$ cat src/rtl/rsnn_pkg.sv
// Shared types, constants and helpers for the parametrised RSNN core.
// The state enum, frame length and saturation helper live here so every block uses the same definitions.
package rsnn_pkg;

    typedef enum logic [1:0] {
        IDLE   = 2'd0,
        LOAD   = 2'd1,
        ACCUM  = 2'd2,
        UPDATE = 2'd3
    } rsnn_state_t;

    localparam int LEAK_BITS = 3;

    function automatic int cfg_bits(input int n_in, input int n_neu,
                                    input int w_bits, input int v_bits);
        return (n_in * n_neu + n_neu * n_neu) * w_bits + v_bits + LEAK_BITS;
    endfunction

    // Clamp a wide signed value into the signed range of 'bits' bits.
    function automatic logic signed [63:0] saturate(input logic signed [63:0] x,
                                                    input int bits);
        logic signed [63:0] hi;
        logic signed [63:0] lo;
        hi = (64'sd1 <<< (bits - 1)) - 64'sd1;
        lo = -hi - 64'sd1;
        if (x > hi)
            return hi;
        else if (x < lo)
            return lo;
        else
            return x;
    endfunction

endpackage

$ cat src/rtl/rsnn_cfg_loader.sv
// Serial configuration loader: LSB-first shift register with a bit counter,
// an end-of-frame pulse and a sticky "configuration valid" flag.
module rsnn_cfg_loader #(
    parameter int CFG_BITS = 155
) (
    input  logic                clk,
    input  logic                reset,
    input  logic                enable,
    input  logic                take,
    input  logic                data_in,
    output logic [CFG_BITS-1:0] cfg,
    output logic                last_bit,
    output logic                end_writing,
    output logic                data_written
);

    localparam int CW = $clog2(CFG_BITS + 1);

    logic [CW-1:0] count;

    assign last_bit = (count == CW'(CFG_BITS - 1));

    // Bits enter at the MSB and shift down, so after a full frame bit k sits at cfg[k].
    always_ff @(posedge clk) begin
        if (reset) begin
            cfg          <= '0;
            count        <= '0;
            end_writing  <= 1'b0;
            data_written <= 1'b0;
        end else if (enable) begin
            end_writing <= 1'b0;
            if (take) begin
                cfg <= {data_in, cfg[CFG_BITS-1:1]};
                if (count == '0)
                    data_written <= 1'b0;
                if (last_bit) begin
                    count        <= '0;
                    end_writing  <= 1'b1;
                    data_written <= 1'b1;
                end else begin
                    count <= count + CW'(1);
                end
            end
        end
    end

endmodule

$ cat src/rtl/rsnn_core_param.sv
// Recurrent spiking network core with N_NEU leaky integrate-and-fire neurons,
// a time-multiplexed synaptic accumulator and a serially loaded configuration.
module rsnn_core_param
    import rsnn_pkg::*;
#(
    parameter int N_IN   = 3,
    parameter int N_NEU  = 3,
    parameter int W_BITS = 8,
    parameter int V_BITS = 8,
    localparam int TW    = (N_NEU > 1) ? $clog2(N_NEU) : 1
) (
    input  logic             clk,
    input  logic             reset,
    input  logic             system_enable,
    input  logic [N_IN-1:0]  input_spikes,
    input  logic             spike_input_reg_enable,
    input  logic             RSNN_enable,
    input  logic             data_in,
    input  logic             load_params,
    input  logic             sel_test,
    input  logic [TW-1:0]    test_idx,
    output logic [N_NEU-1:0] output_spikes,
    output logic             end_writing,
    output logic             data_written,
    output logic             step_done,
    output logic [7:0]       out_test
);

    localparam int N_SRC    = N_IN + N_NEU;
    localparam int CFG_BITS = cfg_bits(N_IN, N_NEU, W_BITS, V_BITS);
    localparam int AW       = V_BITS + W_BITS + $clog2(N_SRC + 1);
    localparam int JW       = (N_SRC > 1) ? $clog2(N_SRC) : 1;
    localparam int OFF_REC  = N_IN * N_NEU * W_BITS;
    localparam int OFF_THR  = (N_IN * N_NEU + N_NEU * N_NEU) * W_BITS;
    localparam int OFF_LEAK = OFF_THR + V_BITS;

    rsnn_state_t state;
    logic [JW-1:0] j;
    logic [N_IN-1:0] in_reg;
    logic signed [V_BITS-1:0] v [N_NEU];
    logic signed [AW-1:0] acc [N_NEU];

    logic [CFG_BITS-1:0] cfg;
    logic last_bit;
    logic load_take;

    // Loader only listens while the FSM is idle or already loading.
    assign load_take = system_enable && load_params && (state == IDLE || state == LOAD);

    rsnn_cfg_loader #(.CFG_BITS(CFG_BITS)) u_loader (
        .clk          (clk),
        .reset        (reset),
        .enable       (system_enable),
        .take         (load_take),
        .data_in      (data_in),
        .cfg          (cfg),
        .last_bit     (last_bit),
        .end_writing  (end_writing),
        .data_written (data_written)
    );

    logic signed [V_BITS-1:0]    thr;
    logic [LEAK_BITS-1:0]        leak_sh;
    logic signed [W_BITS-1:0]    w_all [N_NEU][N_SRC];

    assign thr     = cfg[OFF_THR +: V_BITS];
    assign leak_sh = cfg[OFF_LEAK +: LEAK_BITS];

    // Weights indexed by presynaptic source: inputs first, then recurrent neurons.
    for (genvar gn = 0; gn < N_NEU; gn++) begin : g_neu
        for (genvar gs = 0; gs < N_SRC; gs++) begin : g_src
            if (gs < N_IN) begin : g_in
                assign w_all[gn][gs] = cfg[(gn * N_IN + gs) * W_BITS +: W_BITS];
            end else begin : g_rec
                assign w_all[gn][gs] = cfg[OFF_REC + (gn * N_NEU + gs - N_IN) * W_BITS +: W_BITS];
            end
        end
    end

    logic [N_SRC-1:0] src_vec;
    logic             src_bit;
    assign src_vec = {output_spikes, in_reg};
    assign src_bit = src_vec[j];

    logic signed [AW-1:0]     v_ext  [N_NEU];
    logic signed [AW-1:0]     leaked [N_NEU];
    logic signed [V_BITS-1:0] sat    [N_NEU];

    always_comb begin
        for (int n = 0; n < N_NEU; n++) begin
            v_ext[n]  = AW'(v[n]);
            leaked[n] = v_ext[n] - (v_ext[n] >>> leak_sh);
            sat[n]    = V_BITS'(saturate(64'(acc[n]), V_BITS));
        end
    end

    always_ff @(posedge clk) begin
        if (reset) begin
            state         <= IDLE;
            j             <= '0;
            in_reg        <= '0;
            output_spikes <= '0;
            step_done     <= 1'b0;
            for (int n = 0; n < N_NEU; n++) begin
                v[n]   <= '0;
                acc[n] <= '0;
            end
        end else if (system_enable) begin
            step_done <= 1'b0;
            if (spike_input_reg_enable)
                in_reg <= input_spikes;
            case (state)
                IDLE: begin
                    if (load_params) begin
                        state <= LOAD;
                    end else if (RSNN_enable && data_written) begin
                        state <= ACCUM;
                        j     <= '0;
                        for (int n = 0; n < N_NEU; n++)
                            acc[n] <= leaked[n];
                    end
                end
                LOAD: begin
                    if (load_params && last_bit)
                        state <= IDLE;
                end
                ACCUM: begin
                    if (src_bit) begin
                        for (int n = 0; n < N_NEU; n++)
                            acc[n] <= acc[n] + AW'(w_all[n][j]);
                    end
                    if (j == JW'(N_SRC - 1))
                        state <= UPDATE;
                    else
                        j <= j + JW'(1);
                end
                UPDATE: begin
                    for (int n = 0; n < N_NEU; n++) begin
                        if (sat[n] >= thr) begin
                            output_spikes[n] <= 1'b1;
                            v[n]             <= '0;
                        end else begin
                            output_spikes[n] <= 1'b0;
                            v[n]             <= sat[n];
                        end
                    end
                    step_done <= 1'b1;
                    state     <= IDLE;
                end
                default: state <= IDLE;
            endcase
        end
    end

    logic signed [V_BITS-1:0] v_sel;
    logic [7:0]               v_byte;

    always_comb begin
        v_sel = '0;
        for (int n = 0; n < N_NEU; n++) begin
            if (test_idx == TW'(n))
                v_sel = v[n];
        end
    end

    if (V_BITS >= 8) begin : g_vbyte_trunc
        assign v_byte = v_sel[7:0];
    end else begin : g_vbyte_sext
        assign v_byte = {{(8 - V_BITS){v_sel[V_BITS-1]}}, v_sel};
    end

    assign out_test = sel_test ? v_byte : {5'd0, data_written, state};

endmodule

$ cat config.mk
export PLATFORM = sky130hd
export DESIGN_NAME = rsnn_core_param
export DESIGN_NICKNAME = d
export VERILOG_FILES = /design/src/rtl/rsnn_pkg.sv /design/src/rtl/rsnn_cfg_loader.sv /design/src/rtl/rsnn_core_param.sv
export SDC_FILE = /design/constraint.sdc
export NUM_CORES = 1
export LEC_CHECK = 0
export CAP_MARGIN = 20
export CORE_ASPECT_RATIO = 1.75
export CORE_MARGIN = 2
export CORE_UTILIZATION = 64
export CTS_CLUSTER_DIAMETER = 60
export DETAILED_ROUTE_END_ITERATION = 6
export PLACE_DENSITY = 0.83
export SYNTH_ARGS = -nofsm -noshare
export SYNTH_HDL_FRONTEND = slang
export SYNTH_SLANG_ARGS = --single-unit
export TNS_END_PERCENT = 20
$ cat constraint.sdc
create_clock -name clk -period 7.44 [get_ports clk]
set_input_delay 1.86 -clock clk [delete_from_list [all_inputs] [get_ports clk]]
set_output_delay 1.86 -clock clk [all_outputs]
set_load 0.01 [all_outputs]
==> impl_metrics.ini <==
[critical_path]
path_buf_inv = 2
required_ns = 5.58
worstSetupEndpointType = output pin
crit_path_start_kind = primary input
slowest_delay_ns = 0.65
critPathMaxFanout = 10
path_class = primary input to output pin
path_cells = clkdlybuf4s50_1 -> nor2b_1 -> a21oi_1 -> a21oi_1 -> clkdlybuf4s50_1
worstPathArrival_ns = 4.16
cp_slowest_cell = clkdlybuf4s50_1
crit_family = buffers and inverters

[clocking]
post_cts_resized = 0
cts_sinks = 258
hold_buffers = 0
cts_tree = done
htreeDepth = 1
path_clk_slew_ns = 0.07
root_buffer = clkbuf_16
cts_setup_buffers = 0
cts_made_buffers = 24
clockBufferDepth = 3
clock_latency_ns = 0.54

[synth]
yosysSeqAreaShare_pct = 37.64
syn_area_um2 = 15880
ys_seq_elements = 258
syn_nets = 1939
ys_warn_count = 0
synth_cells = 1813
ys.flop_type = dfxtp_1
synthDistinctLibCells = 79
synth_edf_count = 81
syn_area_per_cell_um2 = 8.757
async_flop_share_pct = 0

[timing]
hold_viol = 0
rsz0062_at_grt = false
tns_ns = 0
finClkSkew_ns = 0.02066
max_clock_freq_mhz = 166.2
finalCritPeriodShare_pct = 80.87
setup_viol = 0
slew_headroom_pct = 24.72
layout_setup_ws_ns = 1.423
min_period_ns = 6.017
worstMarginPinSlew_ns = 1.128
drv_slew = 0

[hold_path]
hold_class = flop to flop

[routing]
drt_iter0_drc = 1051
wire_per_inst_um = 18.81
ant_nets = 0
dr_total_vias = 13620
viasPerCell = 6.471
finalWirelength_mm = 39.58
drc = 0
drtPass1Iterations = 5

[power_and_ir_drop]
power.leakage_nw = 6.135
p_per_area_nw_per_um2 = 184.1
power_mw = 3.145
ir_drop_mv = 0.1854
switching_share_pct = 24.68
seqPwrFrac_pct = 47.9
p_sw_uw = 776.1
internal_power_mw = 2.369
p_clk_share_pct = 42.6
share_comb_of_total_power_pct = 9.5

[layout]
fin_nets = 1902
area_growth_pct = 7.605
largest_register = u_loader.cfg
layout_common_cells = nand2_1, a21oi_1, dfxtp_1
largest_registers = u_loader.cfg x155, acc x57, v x24
fin_cells = 2104
final_util_pct = 69.63
fillers = 1877
diodes = 0
layout_commonest_cell = nand2_1
drive_above_1_share_pct = 6.641
largest_register_ffs = 155

[place]
pre_cts_ws_ns = 1.428
port_buffers = 26
gp_congestion = 0.9344
dp_hpwl_mm = 27.73
dpl.cell_count = 2061

[die]
die_h_um = 212.4
num_io_pins = 27
die-area_um2 = 26130
die_x_um = 123.1
core_area_um2 = 24530
initial_core_util_pct = 64.71
rows = 76

[global_route]
grt_pass1_vias = 13410
grt_antenna_before_repair = 0
grt_max_degree = 158
overflow = 0
grtUsageTotal_pct = 30.43
grt_pass1_wl_mm = 64.20

[flow_run]
drv_cap = 0

[outcome]
outcome = finished, final reports clean
[synth_stat cells (23+ instances only)]
cell type  number  area share, %
nand2_1       397            9.4
a21oi_1       228            7.2
dfxtp_1       177             22
ha_1          104            8.2
o21ai_0        92            2.9
edfxtp_1       81             15
clkbuf_1       72            1.7
inv_1          60            1.4
nor2_1         50            1.2
mux2i_1        47            3.0
a21o_1         41            1.9
mux4_2         38            5.4
nor3b_1        26            1.2
xor2_1         26            1.4
nand3_1        25           0.79
xnor2_1        25            1.4
o21a_1         24            1.1
nand4_1        23           0.91
[metrics by stage]
stage	hold slack, ns	instance area, µm²
2_1_floorplan	0.4331	15880
3_3_place_gp	0.4422	16200
3_5_place_dp	0.4558	16200
4_1_cts	0.4651	17060
5_1_grt	0.4739	17080
6_report	0.4564	17080
[area by class of cell]
class	instances	area, µm²	share of cell area (%)
clock buffers	35	798.3	4.673
clock inverters	7	66.31	0.3882
inverters	61	229.0	1.340
multi-input cells	1390	9225	54.00
flip-flops and latches	258	5979	35.00
well taps	312	390.4	2.285
repair buffers	41	395.4	2.314
[final timing paths]
check / start / endpoint / slack, ns / cells after the start
setup / recovery: test_idx[0] / out_test[2] / 1.42 / 5
hold / removal: u_loader.cfg[135] / u_loader.cfg[134] / 0.46 / 2
setup reg to reg: j[0] / acc[0][51] / 3.01 / 11
hold reg to reg: u_loader.cfg[135] / u_loader.cfg[134] / 0.46 / 2
[kinds of logic (layout without fill, tap and decap cells)]
| logic type | after synthesis | count (layout) | synth area share, % |
|---|---|---|---|
| multiplexers | 88 | 88 | 8.566 |
| flip-flops | 258 | 258 | 37.64 |
| XOR/XNOR | 51 | 51 | 2.813 |
| adder cells (fa/ha/maj) | 113 | 113 | 9.331 |
| AND/OR/NAND/NOR | 630 | 630 | 17.96 |
| AO/OA/AOI/OAI | 508 | 508 | 19.39 |
| buffers and inverters | 165 | 144 | 4.295 |
[power by group through the flow]
| stage | registers (mW) | clock network (mW) | logic (mW) |
|---|---|---|---|
| 2_1_floorplan | 1.52 | 0 | 0.215 |
| 6_report | 1.51 | 1.34 | 0.298 |
| 3_3_place_gp | 1.54 | 0 | 0.278 |
| 3_5_place_dp | 1.54 | 0 | 0.288 |
| 5_1_grt | 1.51 | 1.40 | 0.327 |
| 4_1_cts | 1.51 | 1.35 | 0.291 |
[layer usage]
layer	vias up	track usage, %	part of all wire [%]	wire length, µm
li1	6452	-	-	-
met1	6534	35.86	38	15010
met2	508	53.02	51	20340
met3	122	3.943	6.0	2369
met4	0	16.42	4.7	1857
met5	-	0	0	0
[worst reg2reg max path: stages, from the launching register on]
cell	delay, ns
dfxtp_4	0.47
buf_4	0.68
mux4_2	0.65
nand2_1	0.10
o21ai_0	0.17
ha_1	0.43
a21oi_1	0.29
o2111ai_1	0.26
a211oi_1	0.57
o21ai_0	0.23
xnor2_1	0.20
o21ai_0	0.10
Power figures use the tool's default switching activity.
